## src/rtl/rv_pkg.sv

```systemverilog
// Shared RV32I decode definitions: opcodes, ALU op encodings, immediate formats
// and the ID/EX control word layout.
package rv_pkg;

  localparam int unsigned XLEN = 32;

  typedef enum logic [6:0] {
    OPC_LOAD     = 7'b0000011,
    OPC_MISC_MEM = 7'b0001111,
    OPC_OP_IMM   = 7'b0010011,
    OPC_AUIPC    = 7'b0010111,
    OPC_STORE    = 7'b0100011,
    OPC_OP       = 7'b0110011,
    OPC_LUI      = 7'b0110111,
    OPC_BRANCH   = 7'b1100011,
    OPC_JALR     = 7'b1100111,
    OPC_JAL      = 7'b1101111
  } opcode_e;

  typedef enum logic [2:0] {
    ALU_ADD  = 3'b000,
    ALU_SLL  = 3'b001,
    ALU_SLT  = 3'b010,
    ALU_SLTU = 3'b011,
    ALU_XOR  = 3'b100,
    ALU_SR   = 3'b101,
    ALU_OR   = 3'b110,
    ALU_AND  = 3'b111
  } aluop_e;

  typedef enum logic [2:0] {
    IMM_NONE  = 3'd0,
    IMM_I     = 3'd1,
    IMM_S     = 3'd2,
    IMM_B     = 3'd3,
    IMM_U     = 3'd4,
    IMM_J     = 3'd5,
    IMM_SHAMT = 3'd6
  } imm_fmt_e;

  typedef struct packed {
    logic [4:0] rs1;
    logic [4:0] rs2;
    logic [4:0] rd;
    logic       rd_we;
    logic [2:0] aluop;
    logic       asrc;
    logic       bsrc;
    logic       sub;
    logic       sra;
    logic       shdir;
    logic       jalr;
    logic       jal;
    logic       link;
    logic       branch;
    logic [2:0] brfunct;
    logic       mem_rd;
    logic       mem_wr;
    logic [2:0] mem_size;
    logic       illegal;
  } id_ex_t;

endpackage

```

## src/rtl/rv_decode_stage_if.sv

```systemverilog
// Fetch -> decode -> execute handshake bundle; slave is the decode stage view.
interface rv_decode_stage_if;
  import rv_pkg::*;

  logic            if_valid;
  logic [XLEN-1:0] if_instr;
  logic [XLEN-1:0] if_pc;
  logic            id_ready;
  logic            flush;
  logic            ex_ready;
  logic            ex_valid;
  logic [XLEN-1:0] ex_pc;
  logic [XLEN-1:0] ex_imm;
  logic [4:0]      ex_rs1_addr;
  logic [4:0]      ex_rs2_addr;
  logic [4:0]      ex_rd_addr;
  logic            ex_rd_we;
  logic [2:0]      ex_aluop;
  logic            ex_asrc;
  logic            ex_bsrc;
  logic            ex_sub;
  logic            ex_sra;
  logic            ex_shdir;
  logic            ex_jalr;
  logic            ex_jal;
  logic            ex_link;
  logic            ex_branch;
  logic [2:0]      ex_brfunct;
  logic            ex_mem_rd;
  logic            ex_mem_wr;
  logic [2:0]      ex_mem_size;
  logic            ex_illegal;

  modport slave (
    input  if_valid, if_instr, if_pc, flush, ex_ready,
    output id_ready, ex_valid, ex_pc, ex_imm, ex_rs1_addr, ex_rs2_addr,
           ex_rd_addr, ex_rd_we, ex_aluop, ex_asrc, ex_bsrc, ex_sub, ex_sra,
           ex_shdir, ex_jalr, ex_jal, ex_link, ex_branch, ex_brfunct,
           ex_mem_rd, ex_mem_wr, ex_mem_size, ex_illegal
  );

  modport master (
    output if_valid, if_instr, if_pc, flush, ex_ready,
    input  id_ready, ex_valid, ex_pc, ex_imm, ex_rs1_addr, ex_rs2_addr,
           ex_rd_addr, ex_rd_we, ex_aluop, ex_asrc, ex_bsrc, ex_sub, ex_sra,
           ex_shdir, ex_jalr, ex_jal, ex_link, ex_branch, ex_brfunct,
           ex_mem_rd, ex_mem_wr, ex_mem_size, ex_illegal
  );
endinterface

```

## src/rtl/rv_imm_gen.sv

```systemverilog
// Combinational immediate generator; shift-immediates yield the bare shamt.
module rv_imm_gen
  import rv_pkg::*;
(
  input  logic [31:7] instr,
  input  imm_fmt_e    fmt,
  output logic [31:0] imm
);

  always_comb begin
    imm = '0;
    case (fmt)
      IMM_I:     imm = {{20{instr[31]}}, instr[31:20]};
      IMM_S:     imm = {{20{instr[31]}}, instr[31:25], instr[11:7]};
      IMM_B:     imm = {{19{instr[31]}}, instr[31], instr[7], instr[30:25], instr[11:8], 1'b0};
      IMM_U:     imm = {instr[31:12], 12'b0};
      IMM_J:     imm = {{11{instr[31]}}, instr[31], instr[19:12], instr[20], instr[30:21], 1'b0};
      IMM_SHAMT: imm = {27'b0, instr[24:20]};
      default:   imm = '0;
    endcase
  end

endmodule

```

## src/rtl/rv_decode_stage.sv

```systemverilog
// RV32I decode stage: instruction decode, immediate generation and the ID/EX
// pipeline register with valid/ready handshake and flush.
module rv_decode_stage
  import rv_pkg::*;
#(
  parameter int unsigned XLEN = 32
) (
  input logic               clk,
  input logic               rst_n,
  rv_decode_stage_if.slave  bus
);

  logic [6:0]      opc;
  logic [2:0]      f3;
  logic [6:0]      f7;
  logic            has_rd;
  logic            bad;
  imm_fmt_e        fmt;
  id_ex_t          dec;
  logic [31:0]     imm;

  logic            valid_q;
  id_ex_t          ctrl_q;
  logic [XLEN-1:0] pc_q;
  logic [XLEN-1:0] imm_q;

  assign opc = bus.if_instr[6:0];
  assign f3  = bus.if_instr[14:12];
  assign f7  = bus.if_instr[31:25];

  rv_imm_gen u_imm_gen (
    .instr (bus.if_instr[31:7]),
    .fmt   (fmt),
    .imm   (imm)
  );

  always_comb begin
    dec     = '0;
    dec.sub = 1'b1;
    dec.rs1 = bus.if_instr[19:15];
    has_rd  = 1'b0;
    bad     = 1'b0;
    fmt     = IMM_NONE;
    case (opcode_e'(opc))
      OPC_OP: begin
        has_rd    = 1'b1;
        dec.rs2   = bus.if_instr[24:20];
        dec.aluop = f3;
        dec.shdir = (f3 == 3'b001);
        if (f3 == 3'b000) dec.sub = ~f7[5];
        if (f3 == 3'b101) dec.sra = f7[5];
        // funct7 0x20 is only meaningful for SUB and SRA
        if (!(f7 == 7'h00 || (f7 == 7'h20 && (f3 == 3'b000 || f3 == 3'b101)))) bad = 1'b1;
      end
      OPC_OP_IMM: begin
        has_rd    = 1'b1;
        dec.aluop = f3;
        dec.bsrc  = 1'b1;
        fmt       = IMM_I;
        if (f3 == 3'b001) begin
          fmt       = IMM_SHAMT;
          dec.shdir = 1'b1;
          if (f7 != 7'h00) bad = 1'b1;
        end
        if (f3 == 3'b101) begin
          fmt     = IMM_SHAMT;
          dec.sra = f7[5];
          if (f7 != 7'h00 && f7 != 7'h20) bad = 1'b1;
        end
      end
      OPC_LOAD: begin
        has_rd       = 1'b1;
        dec.aluop    = ALU_ADD;
        dec.bsrc     = 1'b1;
        dec.mem_rd   = 1'b1;
        dec.mem_size = f3;
        fmt          = IMM_I;
        if (f3 == 3'b011 || f3[2:1] == 2'b11) bad = 1'b1;
      end
      OPC_STORE: begin
        dec.rs2      = bus.if_instr[24:20];
        dec.aluop    = ALU_ADD;
        dec.bsrc     = 1'b1;
        dec.mem_wr   = 1'b1;
        dec.mem_size = f3;
        fmt          = IMM_S;
        if (f3 > 3'b010) bad = 1'b1;
      end
      OPC_LUI: begin
        has_rd   = 1'b1;
        dec.rs1  = '0;
        dec.bsrc = 1'b1;
        fmt      = IMM_U;
      end
      OPC_AUIPC: begin
        has_rd   = 1'b1;
        dec.asrc = 1'b1;
        dec.bsrc = 1'b1;
        fmt      = IMM_U;
      end
      OPC_JAL: begin
        has_rd   = 1'b1;
        dec.rs1  = '0;
        dec.jal  = 1'b1;
        dec.link = 1'b1;
        dec.asrc = 1'b1;
        fmt      = IMM_J;
      end
      OPC_JALR: begin
        has_rd   = 1'b1;
        dec.jalr = 1'b1;
        dec.link = 1'b1;
        dec.asrc = 1'b1;
        fmt      = IMM_I;
        if (f3 != 3'b000) bad = 1'b1;
      end
      OPC_BRANCH: begin
        dec.rs2     = bus.if_instr[24:20];
        dec.branch  = 1'b1;
        dec.brfunct = f3;
        dec.sub     = 1'b0;
        fmt         = IMM_B;
        if (f3[2:1] == 2'b01) bad = 1'b1;
      end
      OPC_MISC_MEM: ;
      // every legal opcode ends in 2'b11, so instr[1:0]!=11 lands here too
      default: bad = 1'b1;
    endcase
    dec.rd    = has_rd ? bus.if_instr[11:7] : 5'd0;
    dec.rd_we = has_rd && (bus.if_instr[11:7] != 5'd0);
    if (bad) begin
      dec         = '0;
      dec.illegal = 1'b1;
      fmt         = IMM_NONE;
    end
  end

  assign bus.id_ready = ~valid_q | bus.ex_ready;

  always_ff @(posedge clk or negedge rst_n) begin
    if (!rst_n) begin
      valid_q <= 1'b0;
      ctrl_q  <= '0;
      pc_q    <= '0;
      imm_q   <= '0;
    end else begin
      if (bus.id_ready) begin
        valid_q <= bus.if_valid;
        if (bus.if_valid) begin
          ctrl_q <= dec;
          pc_q   <= bus.if_pc;
          imm_q  <= imm;
        end
      end
      if (bus.flush) valid_q <= 1'b0;
    end
  end

  assign bus.ex_valid    = valid_q;
  assign bus.ex_pc       = pc_q;
  assign bus.ex_imm      = imm_q;
  assign bus.ex_rs1_addr = ctrl_q.rs1;
  assign bus.ex_rs2_addr = ctrl_q.rs2;
  assign bus.ex_rd_addr  = ctrl_q.rd;
  assign bus.ex_rd_we    = ctrl_q.rd_we;
  assign bus.ex_aluop    = ctrl_q.aluop;
  assign bus.ex_asrc     = ctrl_q.asrc;
  assign bus.ex_bsrc     = ctrl_q.bsrc;
  assign bus.ex_sub      = ctrl_q.sub;
  assign bus.ex_sra      = ctrl_q.sra;
  assign bus.ex_shdir    = ctrl_q.shdir;
  assign bus.ex_jalr     = ctrl_q.jalr;
  assign bus.ex_jal      = ctrl_q.jal;
  assign bus.ex_link     = ctrl_q.link;
  assign bus.ex_branch   = ctrl_q.branch;
  assign bus.ex_brfunct  = ctrl_q.brfunct;
  assign bus.ex_mem_rd   = ctrl_q.mem_rd;
  assign bus.ex_mem_wr   = ctrl_q.mem_wr;
  assign bus.ex_mem_size = ctrl_q.mem_size;
  assign bus.ex_illegal  = ctrl_q.illegal;

endmodule
```

## src/flat_wrapper.sv

```systemverilog
// flat-port wrapper written by rule: the top's interface ports become plain ports
module rv_decode_stage_flat import rv_pkg::*;
#(
  parameter int unsigned XLEN = 32
)
  (clk, rst_n, bus_if_valid, bus_if_instr, bus_if_pc, bus_flush, bus_ex_ready, bus_id_ready, bus_ex_valid, bus_ex_pc, bus_ex_imm, bus_ex_rs1_addr, bus_ex_rs2_addr, bus_ex_rd_addr, bus_ex_rd_we, bus_ex_aluop, bus_ex_asrc, bus_ex_bsrc, bus_ex_sub, bus_ex_sra, bus_ex_shdir, bus_ex_jalr, bus_ex_jal, bus_ex_link, bus_ex_branch, bus_ex_brfunct, bus_ex_mem_rd, bus_ex_mem_wr, bus_ex_mem_size, bus_ex_illegal);
  rv_decode_stage_if bus_i ();
  input logic clk;
  input logic rst_n;
  input wire logic [$bits(bus_i.if_valid)-1:0] bus_if_valid;
  input wire logic [$bits(bus_i.if_instr)-1:0] bus_if_instr;
  input wire logic [$bits(bus_i.if_pc)-1:0] bus_if_pc;
  input wire logic [$bits(bus_i.flush)-1:0] bus_flush;
  input wire logic [$bits(bus_i.ex_ready)-1:0] bus_ex_ready;
  output wire logic [$bits(bus_i.id_ready)-1:0] bus_id_ready;
  output wire logic [$bits(bus_i.ex_valid)-1:0] bus_ex_valid;
  output wire logic [$bits(bus_i.ex_pc)-1:0] bus_ex_pc;
  output wire logic [$bits(bus_i.ex_imm)-1:0] bus_ex_imm;
  output wire logic [$bits(bus_i.ex_rs1_addr)-1:0] bus_ex_rs1_addr;
  output wire logic [$bits(bus_i.ex_rs2_addr)-1:0] bus_ex_rs2_addr;
  output wire logic [$bits(bus_i.ex_rd_addr)-1:0] bus_ex_rd_addr;
  output wire logic [$bits(bus_i.ex_rd_we)-1:0] bus_ex_rd_we;
  output wire logic [$bits(bus_i.ex_aluop)-1:0] bus_ex_aluop;
  output wire logic [$bits(bus_i.ex_asrc)-1:0] bus_ex_asrc;
  output wire logic [$bits(bus_i.ex_bsrc)-1:0] bus_ex_bsrc;
  output wire logic [$bits(bus_i.ex_sub)-1:0] bus_ex_sub;
  output wire logic [$bits(bus_i.ex_sra)-1:0] bus_ex_sra;
  output wire logic [$bits(bus_i.ex_shdir)-1:0] bus_ex_shdir;
  output wire logic [$bits(bus_i.ex_jalr)-1:0] bus_ex_jalr;
  output wire logic [$bits(bus_i.ex_jal)-1:0] bus_ex_jal;
  output wire logic [$bits(bus_i.ex_link)-1:0] bus_ex_link;
  output wire logic [$bits(bus_i.ex_branch)-1:0] bus_ex_branch;
  output wire logic [$bits(bus_i.ex_brfunct)-1:0] bus_ex_brfunct;
  output wire logic [$bits(bus_i.ex_mem_rd)-1:0] bus_ex_mem_rd;
  output wire logic [$bits(bus_i.ex_mem_wr)-1:0] bus_ex_mem_wr;
  output wire logic [$bits(bus_i.ex_mem_size)-1:0] bus_ex_mem_size;
  output wire logic [$bits(bus_i.ex_illegal)-1:0] bus_ex_illegal;
  assign bus_i.if_valid = bus_if_valid;
  assign bus_i.if_instr = bus_if_instr;
  assign bus_i.if_pc = bus_if_pc;
  assign bus_i.flush = bus_flush;
  assign bus_i.ex_ready = bus_ex_ready;
  assign bus_id_ready = bus_i.id_ready;
  assign bus_ex_valid = bus_i.ex_valid;
  assign bus_ex_pc = bus_i.ex_pc;
  assign bus_ex_imm = bus_i.ex_imm;
  assign bus_ex_rs1_addr = bus_i.ex_rs1_addr;
  assign bus_ex_rs2_addr = bus_i.ex_rs2_addr;
  assign bus_ex_rd_addr = bus_i.ex_rd_addr;
  assign bus_ex_rd_we = bus_i.ex_rd_we;
  assign bus_ex_aluop = bus_i.ex_aluop;
  assign bus_ex_asrc = bus_i.ex_asrc;
  assign bus_ex_bsrc = bus_i.ex_bsrc;
  assign bus_ex_sub = bus_i.ex_sub;
  assign bus_ex_sra = bus_i.ex_sra;
  assign bus_ex_shdir = bus_i.ex_shdir;
  assign bus_ex_jalr = bus_i.ex_jalr;
  assign bus_ex_jal = bus_i.ex_jal;
  assign bus_ex_link = bus_i.ex_link;
  assign bus_ex_branch = bus_i.ex_branch;
  assign bus_ex_brfunct = bus_i.ex_brfunct;
  assign bus_ex_mem_rd = bus_i.ex_mem_rd;
  assign bus_ex_mem_wr = bus_i.ex_mem_wr;
  assign bus_ex_mem_size = bus_i.ex_mem_size;
  assign bus_ex_illegal = bus_i.ex_illegal;
  rv_decode_stage #(.XLEN(XLEN)) u_core (.clk(clk), .rst_n(rst_n), .bus(bus_i));
endmodule
```

## config.mk

```make
export PLATFORM = sky130hd
export DESIGN_NAME = rv_decode_stage_flat
export DESIGN_NICKNAME = d
export VERILOG_FILES = /design/src/rtl/rv_pkg.sv /design/src/rtl/rv_decode_stage_if.sv /design/src/rtl/rv_imm_gen.sv /design/src/rtl/rv_decode_stage.sv /design/src/flat_wrapper.sv
export SDC_FILE = /design/constraint.sdc
export NUM_CORES = 1
export LEC_CHECK = 0
export ABC_AREA = 1
export BUFFER_PORTS_ARGS = -buffer_cell sky130_fd_sc_hd__buf_4
export CAP_MARGIN = 20
export CORE_UTILIZATION = 42
export CTS_CLUSTER_SIZE = 20
export DETAILED_ROUTE_END_ITERATION = 8
export PLACE_DENSITY = 0.7
export SLEW_MARGIN = 40
export SYNTH_ARGS = -nofsm -noshare
export SYNTH_HDL_FRONTEND = slang
export SYNTH_HIERARCHICAL = 1
export SYNTH_SLANG_ARGS = --single-unit
```

## constraint.sdc

```tcl
create_clock -name clk -period 4 [get_ports clk]
set_clock_uncertainty 0.05 [all_clocks]
set_input_delay 0.8 -clock clk [delete_from_list [all_inputs] [get_ports clk]]
set_output_delay 0.8 -clock clk [all_outputs]
set_load 0.02 [all_outputs]
```

Word-level counts from Yosys, hierarchy flattened
Cells that the tools add are included.
Word-level totals
  register bits after elaboration: 102
  input port bits: 69
  output and inout port bits: 103
  word-level logic and storage cells: 110
Operators by class
  order comparisons: 1
  equal/unequal tests: 23
  mux-type cells: 37
  bitwise operators: 3
  reductions and logical operators: 24
Operator list (number)
  32-bit case mux with 6 select lines: 1
  37-bit 2-to-1 mux: 1
  7-bit by 6-bit == test with 1-bit output (second input constant): 4
  1-bit 2-to-1 mux: 22
  7-bit == test (second input constant): 3
  3-bit case mux with 6 select lines: 1
  3-bit 2-to-1 mux: 5
  5-bit 2-to-1 mux: 3
  7-bit by 5-bit == test with 1-bit output (second input constant): 2
  3-bit == test (second input constant): 4
  2-bit OR reduction: 6
  3-bit by 2-bit == test with 1-bit output (second input constant): 3
  7-bit by 2-bit == test with 1-bit output (second input constant): 1
  7-bit by 4-bit == test with 1-bit output (second input constant): 1
  7-bit zero test: 1
  7-bit by 6-bit != test with 1-bit output (second input constant): 1
  1-bit case mux with 7 select lines: 1
  7-bit nonzero test: 1
  7-bit OR reduction: 1
  3-bit by 1-bit == test with 1-bit output (second input constant): 2
  3-bit OR reduction: 2
  5-bit nonzero test: 1
  5-bit OR reduction: 1
  4-bit 2-to-1 mux: 1
  other kinds (14): 19

Logic depth before layout (Yosys ltp)
Gate-level depths: netlist (run 1).
  word-level depth: 9
  gate-level depth with buffers: 21
  mapped depth without buffers: 18

Hierarchy
Netlist (run 1), hierarchy kept.
By module, submodules not included
  rv_decode_stage: instances 1, cells each 543, area each 4441.8 um^2, seq. area each 2552.4 um^2
  rv_imm_gen: instances 1, cells each 97, area each 460.4 um^2, seq. area each 0.0 um^2

Least setup slack after synthesis (run 1)
No wires, ideal clock.
  path kind: input to register
  start point: in bus_if_instr[2]
  end point: reg u_core.imm_q[20], in the netlist u_core/bus.ex_imm[20]
  library setup time: 0.117 ns
  data arrival time: 2.610 ns
  data required time: 3.833 ns
  slack: 1.223 ns
  stages: 18
  path buffers: 2
  cell sequence: nor2_2 -> nand2_1 -> nor2_2 -> nor2_1 -> nand3_1 -> nand2_2 -> clkinv_4 -> nand2_4 -> buf_8 -> a21oi_1 -> inv_2 -> nand3_1 -> nand2_1 -> nand2_1 -> buf_4 -> nand3_1 -> nand2_1 -> nand2_1
On the way
  longest elaborated chain between the ends: 6
  elaborated cells between the ends (all ways): 23
  those cells by class: 16 x eq/ne; 4 x mux; 3 x reduce/logical
RTL lines
  from (decl): line flat_wrapper.sv:11  | input wire logic [$bits(bus_i.if_instr)-1:0] bus_if_instr;
  7-bit by 4-bit == test with 1-bit output (tied with other cells): line rv_decode_stage.sv:44  | case (opcode_e'(opc))
  4-bit OR reduction (no line) / 2-bit OR reduction (equally long branches)
  1-bit case mux with 7 select lines / 3-bit case mux with 6 select lines (equally long branches): line rv_decode_stage.sv:44
  3-bit 2-to-1 mux (*): line rv_decode_stage.sv:131  | if (bad) begin
  via u_core.fmt[1]: line rv_decode_stage.sv:18  | imm_fmt_e fmt;
  3-bit == test (tied with other cells): line rv_imm_gen.sv:12  | case (fmt)
  32-bit case mux with 6 select lines (*): line rv_imm_gen.sv:12
  via u_core.imm[20]: line rv_decode_stage.sv:20  | logic [31:0] imm;
  to (signal assigned): line rv_decode_stage.sv:152  | imm_q <= imm;
  to (decl): line rv_decode_stage.sv:25  | logic [XLEN-1:0] imm_q;
The timed path passes the listed nets; every way through them passes the cells marked *.
A chain may end at the register's enable or synchronous reset.

Final worst setup path (run 1)
  start point: in bus_if_instr[2]
  end point: reg u_core.imm_q[29], in the netlist u_core/bus.ex_imm[29]
Same word-level chain as after synthesis.

==> results.txt, run 1 <==
----------------------------------------------------
[STA]
  Post-Route Setup TNS ... 0 ns
  Timing-limited maximum frequency ... 309.0 MHz
  Worst-margin pin slew ... slightly below 0.8 ns
  Max Slew Vio Count ... 0
  Setup repair after global routing missed its margin ... no
  Final number of hold-violating endpoints ... 0
  Final worst setup slack ... 0.7633 ns
  Final cycle utilization of the critical path ... 0.8092
  Worst slew margin relative to its limit ... 0.4865
  Time the final worst path needs with I/O delays and setup ... 3.237 ns
  Endpoints failing setup ... 0

[Global route]
  Vias in the first global route ... roughly 4300
  Maximum number of pins on one net before global-route repair ... between 70 and 80
  Antenna violations before repair ... 0
  Grt total ovfl ... 0
  Global-route usage over all layers ... 0.2370
  Global-route wire length before repair ... roughly 22 mm

[Synth]
  Top cells by area in the synthesized netlist ... sky130_fd_sc_hd__dfrtp_1 52%, sky130_fd_sc_hd__nand2_1 24%, sky130_fd_sc_hd__nand3_1 4.1%, sky130_fd_sc_hd__nand4_1 3.1%, sky130_fd_sc_hd__nor2_1 2.4%
  Async set-reset flop share out of synthesis ... 1.000
  Yosys Warn Count ... 6
  Count leader, synth ... sky130_fd_sc_hd__nand2_1
  Sequential fraction of the synthesis area ... 0.5207
  Flip-flop and latch count after synthesis ... just over 100
  Leading area contributor after synthesis ... sky130_fd_sc_hd__dfrtp_1
  Synth Cell Area ... between 0.004 and 0.005 sq mm
  Synthesized netlist net count ... a little over 700
  Number of unique standard cell types used by synthesis ... 27
  Post-Syn Instances ... 640
  Synthesized area per cell ... about 7.7 sq um
  Synth top cells by count ... 317 x sky130_fd_sc_hd__nand2_1, 102 x sky130_fd_sc_hd__dfrtp_1, 40 x sky130_fd_sc_hd__nand3_1
  Share of the synthesized area in the top cell type ... 0.5207
  Number of enable flip-flop cells after synthesis ... 0
  Prevailing post-synth register cell ... sky130_fd_sc_hd__dfrtp_1

[Clocking]
  H-Tree Depth ... 3
  Buffer levels on the longest clock path ... 2
  Clock buffer count from CTS ... 9
  Register clock-pin slew on the reported worst setup and hold paths ... around 0.070 ns
  CTS tree ... done
  Insertion delay of the later-clocked pin in the worst-skew pair ... approximately 0.34 ns
  CTS root buffer ... sky130_fd_sc_hd__clkbuf_16
  Setup bufs post-CTS ... 0
  Hold-fix buffers, CTS ... 0
  Number of gates given a new drive strength after cts ... 0
  Number of sinks on the clock net ... around 100

[Detailed routing]
  Antenna violation net count after detailed routing ... 0
  Detailed-route via count ... about 4800
  Via-per-instance ratio ... 5.032
  Post-route DRC ... 0
  Total wirelength of the detailed-routed design ... around 14 mm
  Routed length per placed instance ... 14.98 um
  Detailed Routing Iterations Pass 1 ... 5
  Iteration-0 DRC count of the detailed router ... ~380

[Pwr]
  Fraction of power consumed by sequential logic ... 0.486
  Reported net switching power ... between 0.0006 and 0.0007 W
  Pwr dens ... 346.2 mW/mm^2
  Switch share ... 0.2776
  Maximum ir drop on the vdd rail ... between 0.0002 and 0.00025 V
  Part of the power in combinational logic ... 0.150
  Power Internal ... between 0.0015 and 0.002 W
  Static Leakage ... between 3 and 4 nW
  Clock Power Share ... 0.363

[Die]
  Floorplan row count ... 39
  Overall die area ... 0.01211 sq mm
  Number of I/O pins ... approximately 170
  Die Y-Extent ... between 100 and 150 um
  Width of the die ... 110.0 um
  Total core area ... 0.01142 sq mm
  Initial core utilization ... 0.4293

[Outcome]
  Run status ... completed

[Layout]
  Antenna cells ... 0
  # nets final ... just under 900
  Final standard cell area without fillers ... roughly 0.0065 sq mm
  Fraction of final layout cells sized beyond drive strength 1 ... 0.2793
  Relative area change from synthesis to final layout ... 33.05%

[Setup path]
  Cells traversed along the worst timing path ... buf_4 > nor2_2 > nand2_1 > nor2_2 > nor2_1 > nand3_1 > nand2_2 > clkinv_4 > nand2_4 > a21oi_1 > inv_2 > nand3_1 > nand2_1 > nand2_1 > nand3_1 > nand2_1 > nand2_1
  Slowest Stage Delay on Critical Path ... about 0.39 ns
  Crit path arrival time ... between 3 and 4 ns
  Critical path's top delay family ... simple AND/OR/NAND/NOR gates
  Critical path buffer and inverter count ... 3
  Crit path capture type ... flop
  Library cell appearing most often on the critical path ... sky130_fd_sc_hd__nand2_1
  Startpoint-to-endpoint class of the critical path ... primary input to flop
  Crit Path Max Fanout ... 23
  Highest-delay cell along the critical path ... sky130_fd_sc_hd__a21oi_1
  Nature of the critical path startpoint ... primary input
  Req. time, crit path ... between 4 and 5 ns

[Placement]
  Placement-stage cell area ... roughly 0.0062 sq mm
  Number of buffers added on ports ... 171
  Detail Placement HPWL ... between 10 and 15 mm
  Pre-CTS setup slack ... between 0.4 and 0.5 ns
  Gp weighted congestion ... 0.8700

[Min path]
  Kind of path behind the tightest hold check ... primary input to asynchronous set/reset pin

[Run]
  Max-cap violations ... 0

----------------------------------------------------
layout by cell type (no fill, tap or decap):
cell,synthesis,layout
sky130_fd_sc_hd__nor2_4,2,2
sky130_fd_sc_hd__clkbuf_16,0,9
sky130_fd_sc_hd__clkinv_2,0,2
sky130_fd_sc_hd__inv_2,5,5
sky130_fd_sc_hd__nand4_1,24,24
sky130_fd_sc_hd__clkinv_4,1,2
sky130_fd_sc_hd__a21oi_1,7,7
sky130_fd_sc_hd__o21ai_0,18,18
sky130_fd_sc_hd__inv_6,0,1
sky130_fd_sc_hd__nand3_1,40,40
sky130_fd_sc_hd__nand2_1,317,316
sky130_fd_sc_hd__dfrtp_1,102,102
sky130_fd_sc_hd__nand3_2,2,2
sky130_fd_sc_hd__nor2_2,7,7
sky130_fd_sc_hd__nor3_1,6,6
sky130_fd_sc_hd__inv_1,28,28
sky130_fd_sc_hd__buf_4,5,176
sky130_fd_sc_hd__nand2_4,2,3
sky130_fd_sc_hd__clkbuf_1,15,1
sky130_fd_sc_hd__o21ai_1,1,1
sky130_fd_sc_hd__a21oi_2,2,2
sky130_fd_sc_hd__nor4_1,2,2
sky130_fd_sc_hd__nand2_2,5,5
sky130_fd_sc_hd__o21ai_2,6,6
sky130_fd_sc_hd__clkinvlp_4,0,1
sky130_fd_sc_hd__inv_8,0,1
sky130_fd_sc_hd__nor2_1,31,31
sky130_fd_sc_hd__o31ai_1,2,2
stage by stage:
| step | hold slack [ns] | cells | util | power (W) |
|---|---|---|---|---|
| after global placement | 0.4127 | 929 | 0.5471 | 0.001452 |
| after CTS | 0.4346 | 945 | 0.5712 | 0.002286 |
| after global routing | 0.4553 | 945 | 0.5712 | 0.002365 |
| final | 0.4322 | 945 | 0.5712 | 0.002258 |
| after floorplan | 0.4544 | 640 | - | 0.001273 |
| after detailed placement | 0.4168 | 929 | 0.5471 | 0.001459 |
final timing paths:
path,startpoint,end,slack (ns),cells after the start
max,bus_if_instr[2],u_core/bus.ex_imm[29],0.76,17
min,rst_n,u_core/bus.ex_pc[7],0.43,1
max reg2reg,u_core/bus.ex_valid,u_core/bus.ex_pc[25],1.80,6
min reg2reg,u_core/bus.ex_imm[6],u_core/bus.ex_imm[6],0.43,2
max in group asynchronous,rst_n,u_core/bus.ex_imm[5],2.64,2
min in group clk,u_core/bus.ex_imm[6],u_core/bus.ex_imm[6],0.43,2
kinds of logic (layout without fill, tap and decap cells):
| group | Yosys count | after routing | synth area share |
|---|---|---|---|
| compound gates | 36 | 36 | 0.04390 |
| buf+inv | 64 | 226 | 0.06023 |
| flops | 102 | 102 | 0.5207 |
| simple gates | 438 | 438 | 0.3752 |
registers in the layout (all words and copies together), names as in the netlist:
signal,flops
u_core/bus.ex_shdir,1
u_core/bus.ex_branch,1
u_core/bus.ex_link,1
u_core/bus.ex_rd_we,1
u_core/bus.ex_mem_size,3
u_core/bus.ex_brfunct,3
u_core/bus.ex_rs1_addr,5
u_core/bus.ex_mem_wr,1
u_core/bus.ex_rs2_addr,5
u_core/bus.ex_jal,1
u_core/bus.ex_rd_addr,5
u_core/bus.ex_valid,1
u_core/bus.ex_jalr,1
u_core/bus.ex_aluop,3
u_core/bus.ex_pc,32
u_core/bus.ex_sra,1
u_core/bus.ex_imm,32
u_core/bus.ex_sub,1
u_core/bus.ex_illegal,1
u_core/bus.ex_bsrc,1
u_core/bus.ex_mem_rd,1
u_core/bus.ex_asrc,1
area by class of cell:
cell class,count,area [sq um]
fill,1099,4896
sequential,102,2552
multi-input combinational,474,2062
timing repair buffer,176,1321
clock buffer,10,229.0
tap,143,178.9
inverter,34,132.6
clock inverter,6,46.29
power groups by stage:
stage	Clock [W]	Combinational, W	Sequential, W
floorplan	0	0.000104	0.00117
global placement	0	0.000335	0.00112
detailed placement	0	0.000342	0.00112
CTS	0.000846	0.000342	0.00110
global route	0.000888	0.000373	0.00110
finish	0.000820	0.000339	0.00110
routing by layer:
| layer | up-vias | track usage | share of wire |
|---|---|---|---|
| met4 | 0 | 0.09524 | 0.024 |
| met1 | 2234 | 0.3253 | 0.44 |
| li1 | 2329 | - | - |
| met3 | 25 | 0.04821 | 0.064 |
| met2 | 167 | 0.3665 | 0.47 |
| met5 | - | 0 | 0 |
Note: power is estimated with default switching activity, not from simulation.
==> run 2: changes to the inputs <==
--- a/config.mk
+++ b/config.mk
@@ -11,7 +11,7 @@
 export CORE_UTILIZATION = 42
 export CTS_CLUSTER_SIZE = 20
 export DETAILED_ROUTE_END_ITERATION = 8
-export PLACE_DENSITY = 0.7
+export PLACE_DENSITY = 0.73
 export SLEW_MARGIN = 40
 export SYNTH_ARGS = -nofsm -noshare
 export SYNTH_HDL_FRONTEND = slang
==> constraint.sdc (replaced) <==
create_clock -name clk -period 2.8 [get_ports clk]
set_clock_uncertainty 0.05 [all_clocks]
set_input_delay 0.56 -clock clk [delete_from_list [all_inputs] [get_ports clk]]
set_output_delay 0.56 -clock clk [all_outputs]
set_load 0.02 [all_outputs]
==> run 2 against run 1 <==
  * Sequential share of layout area fell by 0.71 points
  * Utilization rose by 1.1 points
  * Register-to-register slack got worse by 0.71 ns
  * Global-route usage rose by 0.20 points
  * First-iteration DRC count fell by 14%
  * Cell count rose by 0.95%
  * Power rose by 48%
  * Cell area rose by 1.9%
  * Critical path depth rose by 1
  * Sequential cell count did not move
  * Routed wire length fell by 1.6%
  * Critical path type unchanged
  * Critical endpoint is now u_core/bus.ex_imm[23]
==> results.txt, run 2 (synthesized netlist as in run 1, its figures left out) <==
----------------------------------------------------
[Clocking]
  H-Tree Depth ... 3
  Buffer levels on the longest clock path ... 2
  Setup bufs post-CTS ... 0
  Insertion delay of the later-clocked pin in the worst-skew pair ... about 0.34 ns
  Register clock-pin slew on the reported worst setup and hold paths ... approximately 0.07 ns
  CTS tree ... done
  Number of sinks on the clock net ... 102
  Clock buffer count from CTS ... 9
  CTS root buffer ... sky130_fd_sc_hd__clkbuf_16
  Number of gates given a new drive strength after cts ... 0
  Hold-fix buffers, CTS ... 0

[Placement]
  Placement-stage cell area ... ~0.0063 sq mm
  Pre-CTS setup slack ... -0.02695 ns
  Gp weighted congestion ... 0.8907
  Number of buffers added on ports ... approximately 170
  Detail Placement HPWL ... ~10 mm

[STA]
  Time the final worst path needs with I/O delays and setup ... between 2 and 3 ns
  Max Slew Vio Count ... 0
  Final cycle utilization of the critical path ... 0.8974
  Worst-margin pin slew ... 0.6768 ns
  Final worst setup slack ... ~0.29 ns
  Endpoints failing setup ... 0
  Setup repair after global routing missed its margin ... no
  Final number of hold-violating endpoints ... 0
  Worst slew margin relative to its limit ... 0.5488
  Timing-limited maximum frequency ... 398.0 MHz
  Hold Worst Slack ... around 0.20 ns

[Pwr]
  Part of the power in combinational logic ... 0.148
  Static Leakage ... between 3 and 4 nW
  Reported net switching power ... about 0.00091 W
  Pwr dens ... 503.4 mW/mm^2
  Total chip power ... 0.003344 W
  Switch share ... 0.2718
  Power Internal ... about 0.0024 W
  Maximum ir drop on the vdd rail ... 0.0003195 V
  Clock Power Share ... 0.383
  Fraction of power consumed by sequential logic ... 0.469

[Global route]
  Global-route wire length before repair ... approximately 22 mm
  Global-route usage over all layers ... 0.2390
  Vias in the first global route ... ~4400
  Antenna violations before repair ... 0
  Grt total ovfl ... 0
  Maximum number of pins on one net before global-route repair ... 54

[Layout]
  Sequential Area ... roughly 0.0026 sq mm
  Fraction of final layout cells sized beyond drive strength 1 ... 0.2873
  Commonest cells after routing, fill and taps aside ... 316 x sky130_fd_sc_hd__nand2_1, 183 x sky130_fd_sc_hd__buf_4, 102 x sky130_fd_sc_hd__dfrtp_1
  Area of the multi-input gates ... 0.002062 sq mm
  Final standard cell area without fillers ... approximately 0.0066 sq mm
  # nets final ... around 880
  Antenna cells ... 0
  Relative area change from synthesis to final layout ... 35.53%
  Layout fillers ... about 1100
  Commonest non-fill, non-tap cell in the layout ... sky130_fd_sc_hd__nand2_1

[Setup path]
  Crit Path Max Fanout ... 15
  Cells traversed along the worst timing path ... buf_4 > nor2_2 > nand2_1 > nor2_2 > nor2_1 > nand3_1 > nand2_2 > clkinv_4 > nand2_4 > a21oi_1 > buf_4 > inv_1 > nand3_1 > nand2_1 > nand2_1 > nand3_1 > nand2_1 > nand2_1
  Slowest Stage Delay on Critical Path ... between 0.2 and 0.3 ns
  Critical path buffer and inverter count ... 4
  Crit path capture type ... flop
  Highest-delay cell along the critical path ... sky130_fd_sc_hd__nand2_1
  Crit path arrival time ... about 2.7 ns
  Nature of the critical path startpoint ... primary input
  Startpoint-to-endpoint class of the critical path ... primary input to flop
  Library cell appearing most often on the critical path ... sky130_fd_sc_hd__nand2_1
  Critical path's top delay family ... simple AND/OR/NAND/NOR gates
  Req. time, crit path ... 2.99 ns

[Detailed routing]
  Antenna violation net count after detailed routing ... 0
  Detailed-route via count ... between 4000 and 5000
  Total wirelength of the detailed-routed design ... 13.93 mm
  Routed length per placed instance ... approximately 15 um
  Iteration-0 DRC count of the detailed router ... 326
  Detailed Routing Iterations Pass 1 ... 5
  Routed wire length on met2 ... between 6 and 7 mm
  Detailed-route wire length on metal 1 ... approximately 6.1 mm
  Met3 layer wire length in the routed design ... ~870 um
  Post-route DRC ... 0
  Top sig layer ... met4
  Via-per-instance ratio ... ~5.0

[Die]
  Overall die area ... about 0.012 sq mm
  Total core area ... roughly 0.011 sq mm
  Width of the die ... 110.0 um
  Floorplan row count ... 39
  Number of I/O pins ... roughly 170
  Die Y-Extent ... 110.0 um
  Initial core utilization ... 0.4293

[Outcome]
  Run status ... completed

[Run]
  Max-cap violations ... 0

[Min path]
  Kind of path behind the tightest hold check ... primary input to asynchronous set/reset pin

----------------------------------------------------
## run 2: cell count changes in the layout (fill, tap and decap cells not counted), sizes merged
cell,previous run,this run
clkinv,4,2
bufinv,0,1
inv,35,36
buf,176,185
## run 2: final cells by class
class / count / share of cell area
clock inverter: 6 / 0.01130
timing repair buffer: 185 / 0.2128
tap: 143 / 0.02693
sequential: 102 / 0.3842
inverter: 34 / 0.01996
clock buffer: 10 / 0.03446
multi-input combinational: 474 / 0.3104
## run 2: metrics by stage
stage               utilization  TNS (ns)  cells
floorplan                     -         0    640
global placement         0.5552         0    938
detailed placement       0.5552   -0.1056    938
CTS                      0.5819         0    954
global route             0.5819         0    954
finish                   0.5819         0    954
## run 2: power groups by stage
stage               combinational, W  sequential, W  clock (W)
finish                      0.000494        0.00157    0.00128
global route                0.000544        0.00158    0.00137
CTS                         0.000499        0.00157    0.00130
detailed placement          0.000499        0.00160          0
global placement            0.000490        0.00160          0
floorplan                   0.000149        0.00167          0
## run 2: per-layer routing
layer | vias up | GRT usage
li1 | 2345 | -
met1 | 2269 | 0.3365
met2 | 172 | 0.3772
met3 | 14 | 0.03821
met4 | 0 | 0.07619
met5 | - | 0
## run 2: worst paths after layout
path | start | slack, ns | end | cells after the start
max in group asynchronous | rst_n | 1.82 | u_core/bus.ex_imm[16] | 2
worst min-delay path | rst_n | 0.20 | u_core/bus.ex_sub | 1
worst max-delay path | bus_if_instr[2] | 0.29 | u_core/bus.ex_imm[23] | 18
min in group clk | bus_flush | 0.31 | u_core/bus.ex_valid | 2
worst max register to register | u_core/bus.ex_valid | 1.09 | u_core/bus.ex_imm[19] | 6
worst min register to register | u_core/bus.ex_pc[20] | 0.44 | u_core/bus.ex_pc[20] | 2
## run 2: worst reg2reg max path, cell delays in order, from the launching register on
cell and delay (ns):
sky130_fd_sc_hd__dfrtp_1 0.38, sky130_fd_sc_hd__nand2_1 0.14, sky130_fd_sc_hd__nand2_4 0.23, sky130_fd_sc_hd__inv_2 0.32, sky130_fd_sc_hd__buf_4 0.34, sky130_fd_sc_hd__nand2_1 0.13
sky130_fd_sc_hd__nand2_1 0.08
